--- config.mk ---
export PLATFORM = sky130hd
export DESIGN_NAME = lift_stepper
export DESIGN_NICKNAME = d
export VERILOG_FILES = /design/src/rtl/lift_stepper.sv
export SDC_FILE = /design/constraint.sdc
export NUM_CORES = 1
export LEC_CHECK = 0
export ABC_CLOCK_PERIOD_IN_PS = 2100
export CORE_MARGIN = 1
export CORE_UTILIZATION = 40
export CTS_CLUSTER_SIZE = 10
export DETAILED_ROUTE_END_ITERATION = 6
export PLACE_DENSITY = 0.67
export REMOVE_ABC_BUFFERS = 1
export SYNTH_ARGS = -nofsm -noshare
export SYNTH_HDL_FRONTEND = slang
export SYNTH_SLANG_ARGS = --single-unit
--- constraint.sdc ---
create_clock -name clk -period 2.1 [get_ports clk]
set_input_delay 0.315 -clock clk [delete_from_list [all_inputs] [get_ports clk]]
set_output_delay 0.315 -clock clk [all_outputs]
set_load 0.005 [all_outputs]
--- src/rtl/lift_stepper.sv ---
// lift_stepper
//
// Per-car motion stepper. Turns the scheduler's requested direction into
// one-floor moves of fixed length, each followed by a fixed dwell. The dwell
// can be extended by an open door. Emergency stop pauses the current phase.
// Bad requests are reported as one-cycle error pulses with a cause code.
//
// Parameters:
//   NUM_FLOORS  - floors in the shaft, numbered 1..NUM_FLOORS
//   FLOOR_W     - floor-number width, 2**FLOOR_W > NUM_FLOORS
//   MOVE_CYCLES - cycles move stays high per step (>= 1)
//   HOLD_CYCLES - dwell cycles after a step or door event (>= 1)
//   CNT_W       - phase counter width
//
// Ports:
//   clk        in   rising-edge clock
//   reset      in   synchronous, active-high reset
//   door_open  in   door not fully closed
//   estop      in   emergency stop, level-sensitive
//   cur_floor  in   floor reported by the tracker
//   dir        in   requested direction: 00 STOP, 10 UP, 01 DOWN, 11 illegal
//   next_floor out  step target while move=1, otherwise resting floor
//   move       out  motor command, high during a step
//   busy       out  high whenever the stepper is not idle
//   err        out  one-cycle error pulse
//   err_code   out  01 UP at top, 10 DOWN at bottom, 11 illegal dir/floor

module lift_stepper #(
    parameter int NUM_FLOORS  = 7,
    parameter int FLOOR_W     = 3,
    parameter int MOVE_CYCLES = 100,
    parameter int HOLD_CYCLES = 10,
    parameter int CNT_W       = 32
) (
    input  logic               clk,
    input  logic               reset,
    input  logic               door_open,
    input  logic               estop,
    input  logic [FLOOR_W-1:0] cur_floor,
    input  logic [1:0]         dir,
    output logic [FLOOR_W-1:0] next_floor,
    output logic               move,
    output logic               busy,
    output logic               err,
    output logic [1:0]         err_code
);

    typedef enum logic [1:0] {
        IDLE = 2'd0,
        MOVE = 2'd1,
        HOLD = 2'd2
    } state_t;

    localparam logic [1:0] DIR_STOP = 2'b00;
    localparam logic [1:0] DIR_UP   = 2'b10;
    localparam logic [1:0] DIR_DOWN = 2'b01;

    localparam logic [1:0] CODE_NONE    = 2'b00;
    localparam logic [1:0] CODE_TOP     = 2'b01;
    localparam logic [1:0] CODE_BOTTOM  = 2'b10;
    localparam logic [1:0] CODE_ILLEGAL = 2'b11;

    localparam logic [FLOOR_W-1:0] TOP_FLOOR    = FLOOR_W'(NUM_FLOORS);
    localparam logic [FLOOR_W-1:0] BOTTOM_FLOOR = FLOOR_W'(1);
    localparam logic [CNT_W-1:0]   MOVE_LOAD    = CNT_W'(MOVE_CYCLES - 1);
    localparam logic [CNT_W-1:0]   HOLD_LOAD    = CNT_W'(HOLD_CYCLES - 1);

    // Registered state and outputs
    state_t             state_q;
    logic [CNT_W-1:0]   cnt_q;
    logic [FLOOR_W-1:0] floor_q;
    logic               move_q;
    logic               busy_q;
    logic               err_q;
    logic [1:0]         code_q;

    // Next values
    state_t             state_n;
    logic [CNT_W-1:0]   cnt_n;
    logic [FLOOR_W-1:0] floor_n;
    logic               move_n;
    logic               err_n;
    logic [1:0]         code_n;

    logic floor_bad;
    logic cnt_zero;

    assign floor_bad = (cur_floor == '0) || (cur_floor > TOP_FLOOR);
    assign cnt_zero  = (cnt_q == '0);

    // ------------------------------------------------------------------
    // State register
    // ------------------------------------------------------------------
    always_ff @(posedge clk) begin
        if (reset) begin
            state_q <= IDLE;
            cnt_q   <= '0;
            floor_q <= BOTTOM_FLOOR;
            move_q  <= 1'b0;
            busy_q  <= 1'b0;
            err_q   <= 1'b0;
            code_q  <= CODE_NONE;
        end else begin
            state_q <= state_n;
            cnt_q   <= cnt_n;
            floor_q <= floor_n;
            move_q  <= move_n;
            // busy follows the next state so it rises together with move
            busy_q  <= (state_n != IDLE);
            err_q   <= err_n;
            code_q  <= code_n;
        end
    end

    // ------------------------------------------------------------------
    // Next-state logic
    // ------------------------------------------------------------------
    always_comb begin
        state_n = state_q;
        cnt_n   = cnt_q;
        floor_n = floor_q;
        move_n  = move_q;
        // err is recomputed every cycle, so a pulse never outlives its cause
        err_n   = 1'b0;
        code_n  = CODE_NONE;

        unique case (state_q)
            IDLE: begin
                move_n = 1'b0;
                if (estop) begin
                    // paused: nothing changes
                end else if (door_open) begin
                    floor_n = cur_floor;
                    cnt_n   = HOLD_LOAD;
                    state_n = HOLD;
                end else if (floor_bad || (dir == 2'b11)) begin
                    err_n  = 1'b1;
                    code_n = CODE_ILLEGAL;
                end else if (dir == DIR_STOP) begin
                    floor_n = cur_floor;
                end else if (dir == DIR_UP) begin
                    if (cur_floor < TOP_FLOOR) begin
                        floor_n = cur_floor + FLOOR_W'(1);
                        move_n  = 1'b1;
                        cnt_n   = MOVE_LOAD;
                        state_n = MOVE;
                    end else begin
                        err_n  = 1'b1;
                        code_n = CODE_TOP;
                    end
                end else begin
                    // only DIR_DOWN remains
                    if (cur_floor > BOTTOM_FLOOR) begin
                        floor_n = cur_floor - FLOOR_W'(1);
                        move_n  = 1'b1;
                        cnt_n   = MOVE_LOAD;
                        state_n = MOVE;
                    end else begin
                        err_n  = 1'b1;
                        code_n = CODE_BOTTOM;
                    end
                end
            end

            MOVE: begin
                // door_open and dir are deliberately not looked at here
                if (estop) begin
                    // counter, move and target all frozen
                end else if (!cnt_zero) begin
                    cnt_n = cnt_q - CNT_W'(1);
                end else begin
                    move_n  = 1'b0;
                    floor_n = cur_floor;
                    cnt_n   = HOLD_LOAD;
                    state_n = HOLD;
                end
            end

            HOLD: begin
                if (estop) begin
                    // dwell paused
                end else if (door_open) begin
                    cnt_n = HOLD_LOAD;
                end else if (!cnt_zero) begin
                    cnt_n = cnt_q - CNT_W'(1);
                end else begin
                    state_n = IDLE;
                end
            end

            default: begin
                state_n = IDLE;
                move_n  = 1'b0;
                cnt_n   = '0;
            end
        endcase
    end

    // ------------------------------------------------------------------
    // Outputs (straight from registers)
    // ------------------------------------------------------------------
    always_comb begin
        next_floor = floor_q;
        move       = move_q;
        busy       = busy_q;
        err        = err_q;
        err_code   = code_q;
    end

    // DIR_DOWN documents the encoding; the decode falls through to it
    logic unused_ok;
    assign unused_ok = (dir == DIR_DOWN);

endmodule

---- After elaboration in Yosys (flattened, before gate mapping) ----
Index checks and enable logic that the tools add are counted.
word-level totals
  register bits after elaboration ......... 42
  bits of input ports ..................... 9
  output and inout port bits .............. 8
operators by class
  add/subtract/negate cells ............... 3
  magnitude comparators ................... 3
  eq/ne operators ......................... 15
  muxes and demuxes ....................... 56
  bitwise gates (word level) .............. 2
  reductions and logical operators ........ 12
operators with widths
  kind                     count
  $mux W32                 12
  $pmux W32 S3             1
  $logic_not A32 Y1        1
  $mux W2                  16
  $sub A32 B1 Y32 const B  1
  $mux W3                  9
  $mux W1                  15
  $ne A5 B5 Y1 const B     2
  $ne A3 B3 Y1 const B     3
  $ne A2 B2 Y1 const B     4
  $ne A4 B4 Y1 const B     2
  $reduce_and A8 Y1        1
  $reduce_and A7 Y1        1
  $eq A2 B2 Y1 const B     3
  $pmux W2 S3              1
  $pmux W3 S2              1
  $logic_not A2 Y1         2
  $reduce_bool A2 Y1       2
  $reduce_or A4 Y1         1
  $add A3 B1 Y3 const B    1
  $gt A3 B1 Y1 const B     1
  $gt A3 B3 Y1 const B     1
  $logic_not A3 Y1         1
  $lt A3 B3 Y1 const B     1
  6 further kinds          8

---- Depth between registers and ports, before layout ----
Gate-level depths: netlist (run 1).
  depth after elaboration ................. 9
  depth in mapped cells ................... 9

---- Worst setup path before layout (run 1) ----
OpenSTA, ideal clock, no wires.
  kind .................................... input -> register
  start ................................... input port cur_floor[0]
  end ..................................... register cnt_q[10]
  library setup time ...................... 0.117 ns
  data arrival time ....................... 2.048 ns
  data required time ...................... 1.983 ns
  setup slack ............................. -0.065 ns
  cell stages on the path ................. 9
  buffers on the path ..................... 1
  path through ............................ ha_1 > ha_1 > and4b_4 > a2111oi_4 > a32oi_2 > buf_6 > nor4_2 > xnor2_1 > nor2_1
between the ends
  cells in the longest elaborated chain, start to end .. 5
  elaborated cells on any way between the ends .. 10
  classes of those cells .................. 3 x order compare; 3 x eq/ne; 4 x reduce/logical
ends and longest elaborated chain
  what                                              RTL line  text
  start, declared                                   39        input logic [FLOOR_W-1:0] cur_floor,
  $gt A3 B3 Y1 or $logic_not A3 Y1 (tied branches)  88        assign floor_bad = (cur_floor == '0) || (cur_floor > TOP_FLOOR);
  $logic_or A1 B1 Y1                                88
  $logic_or A1 B1 Y1                                136       end else if (floor_bad || (dir == 2'b11)) begin
  $ne A3 B3 Y1 (no source line)                     --
  $reduce_and A8 Y1 (no source line) (*)            --
  end signal, assigned                              105       cnt_q <= cnt_n;
  end, declared                                     70        logic [CNT_W-1:0] cnt_q;
Every way passes the cells marked *; elsewhere a longest branch is shown, timed or not.
A chain may end at the register's enable or synchronous reset.

---- Final worst setup path (run 1) ----
  start ................................... register cnt_q[0]
  end ..................................... register cnt_q[0]
between the ends
  cells in the longest elaborated chain, start to end .. 5
  elaborated cells on any way between the ends .. 10
  classes of those cells .................. 1 x add/sub; 1 x eq/ne; 6 x mux; 2 x reduce/logical
ends and longest elaborated chain
  what             RTL line  text
  $sub A32 B1 Y32  170, 185
  $mux W32         184       end else if (!cnt_zero) begin
  $mux W32         182       end else if (door_open) begin
  $mux W32         180       if (estop) begin
  $pmux W32 S3     127       unique case (state_q)
Several ways; a longest one is shown, not always the timed one. The select of a mux whose other input is x is not followed.

==> impl_metrics.tcl, run 1 <==
set metrics [dict create \
    worst_path_most_repeated_cell "buf_4" \
    clock_tree.root_cell "clkbuf_8" \
    grt_util_met1 0.3005 \
    setup_slack_ns -0.3000 \
    cts.sinks 42 \
    cts_made_buffers 5 \
    share_of_final_layout_standard_cells_stronger_than_drive_strength_1 0.4541 \
    setup_viol_count_final 37 \
    place_congestion 0.8246 \
    report.final.hold_viol_count 0 \
    final_core_utilization 0.6794 \
    achievable-frequency_mhz 416.7 \
    seq_area_um2 843.3 \
    fp.dieW_um 82.76 \
    globalRoute.totalOverflow 0 \
    placeableCoreArea_mm2 0.006314 \
    finalClockSkew_ns 0.007032 \
    route.antenna.remaining_nets 0 \
    nets 439 \
    antenna_found_initial 0 \
    ys_warn_count 0 \
    cts_htree_levels 2 \
    via_count 3035 \
    irDropWorstVdd_uv 524.6 \
    synth_flop_cell "dfxtp_1" \
    detailedRoute.firstIterationViolations 197 \
    timing.hold.worst.class "primary input to register" \
    critical_path_class "register to register" \
    areaGrowthSynthToFinish_pct 64.41 \
    tritoncts "done" \
    clkLatencyLatePin_ns 0.30 \
    reg2reg_setup_slack_ns -0.30 \
    fillers 432 \
    detailedPlacementHpwl_mm 4.814 \
    clk_pin_slew_worst_paths_ns 0.08 \
    synth_cell_type_count 56 \
    timing.critical_path.max_delay_family "compound AO/OA/AOI/OAI gates" \
    die_h_um 82.76 \
    timing.critical_path.slowest_stage_cell "dfxtp_2" \
    fin_total_pwr_mw 3.838 \
    final_routed_wirelength_across_all_metal_layers_mm 10.04 \
    global_route.usage.total 0.2240 \
    post_synth_instance_area_mm2 0.002609 \
    max-clock-path-buffers 2 \
    worst-endpoint-arrival_ns 2.63 \
    antenna_cells 0 \
    grtUsageMet2 0.3533 \
    largest_fanout_of_any_net_on_the_critical_path 4 \
    worst_max_slew_pin_slew_ns 0.5341 \
    final.hold.worst_slack_ns 0.4404 \
    initial_util 0.4132 \
    cp.depth 11 \
    grt_pass1_wl_mm 11.75 \
    failed_checks "negative setup slack" \
    path_cells "inv_2 > ha_4 > nor4b_4 > buf_4 > nand4_4 > buf_6 > o31ai_4 > buf_4 > a21boi_0 > o21ai_0 > a21oi_1" \
    i_o_pin_count 17 \
    met3_usage 0.04176 \
    max_slew_margin 0.6426 \
    detailedRoute.firstPassIterationCount 6 \
    finalWorstPathRequiredPeriod_ns 2.400 \
    post_synth.cell_area_avg_um2 8.553 \
    critPathBufInv 4 \
    grt_busiest_layer "met2" \
    placement.io_buffers 16 \
    synth_seq_cells 42 \
    maxCapViolations 0 \
    wl_per_cell_um 20.01 \
    maxSlewViolCount 0 \
    min_period_over_period 1.143 \
    synthesis.instances 305 \
    cp-start-kind "register" \
    vias_per_cell 6.046 \
    worst_setup_path_end_kind "register" \
    rsz0062_at_grt "yes" \
    synth-seq-area-share 0.3223 \
    run_status "complete, but fails checks" \
    worst_hold_path.num_cells 4 \
    largest_stage_delay_on_the_critical_path_ns 0.34 \
    rows 29 \
    multi_input_comb_area_mm2 0.002054 \
    critical_path_required_ns 2.33 \
    pin_count_of_the_biggest_net_entering_global_routing 22 \
    power_leakage_nw 1.666 \
    grt_pass1_vias 2491 \
    power.density_cell_area_mw_per_mm2 894.7 \
    dieArea_mm2 0.006849 \
    reg2reg_depth 11 \
    drt_drc_violations_left 0 \
    synth-edff-count 0 \
    share_of_synthesized_flip_flops_with_an_asynchronous_set_or_reset 0 \
]
synth_stat cells, drive strengths merged (3+ instances only):
master  number  area [um^2]
xnor2       22        192.7
o21ai       14        70.06
or3         10        67.56
buf          9        62.55
dfxtp       42        840.8
inv          8        30.03
nor2        38        142.6
nand2b       5        31.28
o311ai       3        43.80
o211ai       3        22.52
nand2       23        86.33
ha           6        75.07
nor2b        3        18.77
a21oi       22        110.1
nand4        4        37.53
clkbuf       5        18.77
o22ai        3        18.77
nor3        19        95.09
nand4b       4        35.03
or4          4        30.03
or2          4        25.03
nand3        7        40.04
nor4        18        222.7
cell type report:
class | instances | share of cell area
clock inverters | 1 | 0.007001
repair buffers | 124 | 0.2693
flip-flops and latches | 42 | 0.1966
inverters | 9 | 0.007876
multi-input cells | 242 | 0.4790
clock buffers | 7 | 0.01779
well taps | 77 | 0.02246
cell families (layout without fill, tap and decap cells):
kind of cell	after synthesis	after routing	share of synthesized area
DFF	42	42	0.3223
buffers and inverters	23	141	0.04412
adders and majority gates	6	6	0.02878
and+or+nand+nor	149	150	0.3525
AOI/OAI and AO/OA	61	62	0.1717
xor gates and xnor gates	24	24	0.08057
report_power, final:
group / internal (mW) / switching [mW] / total (mW)
Sequential: 0.881 / 0.0830 / 0.964
Combinational: 1.06 / 1.17 / 2.23
Clock: 0.356 / 0.291 / 0.647
cells in the final DEF (no fill, tap or decap), types with 3 or more instances in the layout:
cell type,instances
nor4_2,9
o21ai_0,9
nor3_1,8
nor2_4,3
nand2_1,21
nand3_1,6
ha_4,4
buf_4,80
nor4_4,7
a21oi_1,20
nor3_4,4
nor3_2,7
xnor2_1,22
nand4b_1,4
nor2_1,34
clkdlybuf4s50_1,11
or3_1,8
clkbuf_8,5
buf_6,22
dfxtp_1,40
or4_1,3
clkbuf_16,4
inv_1,6
o211ai_1,3
or2_2,3
nand2b_1,4
o21ai_2,3
worst register-to-register path, cell delays in order (launching register included):
cell	delay, ns
dfxtp_2	0.34
inv_2	0.09
ha_4	0.14
nor4b_4	0.21
buf_4	0.16
nand4_4	0.15
buf_6	0.20
o31ai_4	0.29
buf_4	0.21
a21boi_0	0.24
o21ai_0	0.15
a21oi_1	0.15
metrics by stage:
| step | TNS (ns) | worst slack [ns] | instances | instance area [um^2] |
|---|---|---|---|---|
| final | -4.578 | -0.3000 | 502 | 4289 |
| after global routing | -6.800 | -0.3116 | 502 | 4289 |
| after CTS | -0.1797 | -0.07203 | 484 | 3755 |
| after detailed placement | -25.61 | -0.7766 | 463 | 3390 |
| after global placement | -22.76 | -0.6952 | 463 | 3390 |
| after floorplan | -15.15 | -0.5211 | 291 | 2527 |
path summary, 6_finish.rpt:
check                                   from             to
worst max register to register      cnt_q[0]       cnt_q[0]
worst min register to register          move           move
worst min-delay path            cur_floor[0]  next_floor[0]
worst max-delay path                cnt_q[0]       cnt_q[0]
state kept, by name, indices dropped and copies added (netlist names):
name / cells
err_code: 2
cnt_q: 32
move: 1
next_floor: 3
err: 1
busy: 1
state_q: 2
layer usage:
layer | up-vias | share of wire
li1 | 1356 | -
met3 | 60 | 0.068
met5 | - | 0
met1 | 1457 | 0.41
met4 | 0 | 0.052
met2 | 162 | 0.47
what timing repair did:
| action | CTS | global route |
|---|---|---|
| resized for setup | 43 | 80 |
| setup buffers | 9 | 13 |
| endpoints found under the setup margin | 38 | 38 |
| cloned | 4 | 5 |
| pin swaps | 13 | 39 |
| hold buffers | 0 | 0 |
(Power assumes the default switching activity.)
==> inputs of run 2 (changes only) <==
--- a/config.mk
+++ b/config.mk
@@ -6,6 +6,7 @@
 export NUM_CORES = 1
 export LEC_CHECK = 0
 export ABC_CLOCK_PERIOD_IN_PS = 2100
+export CAP_MARGIN = 5
 export CORE_MARGIN = 1
 export CORE_UTILIZATION = 40
 export CTS_CLUSTER_SIZE = 10
==> results of run 2 <==
Final layout, timing and power as in run 1 (identical DEF).
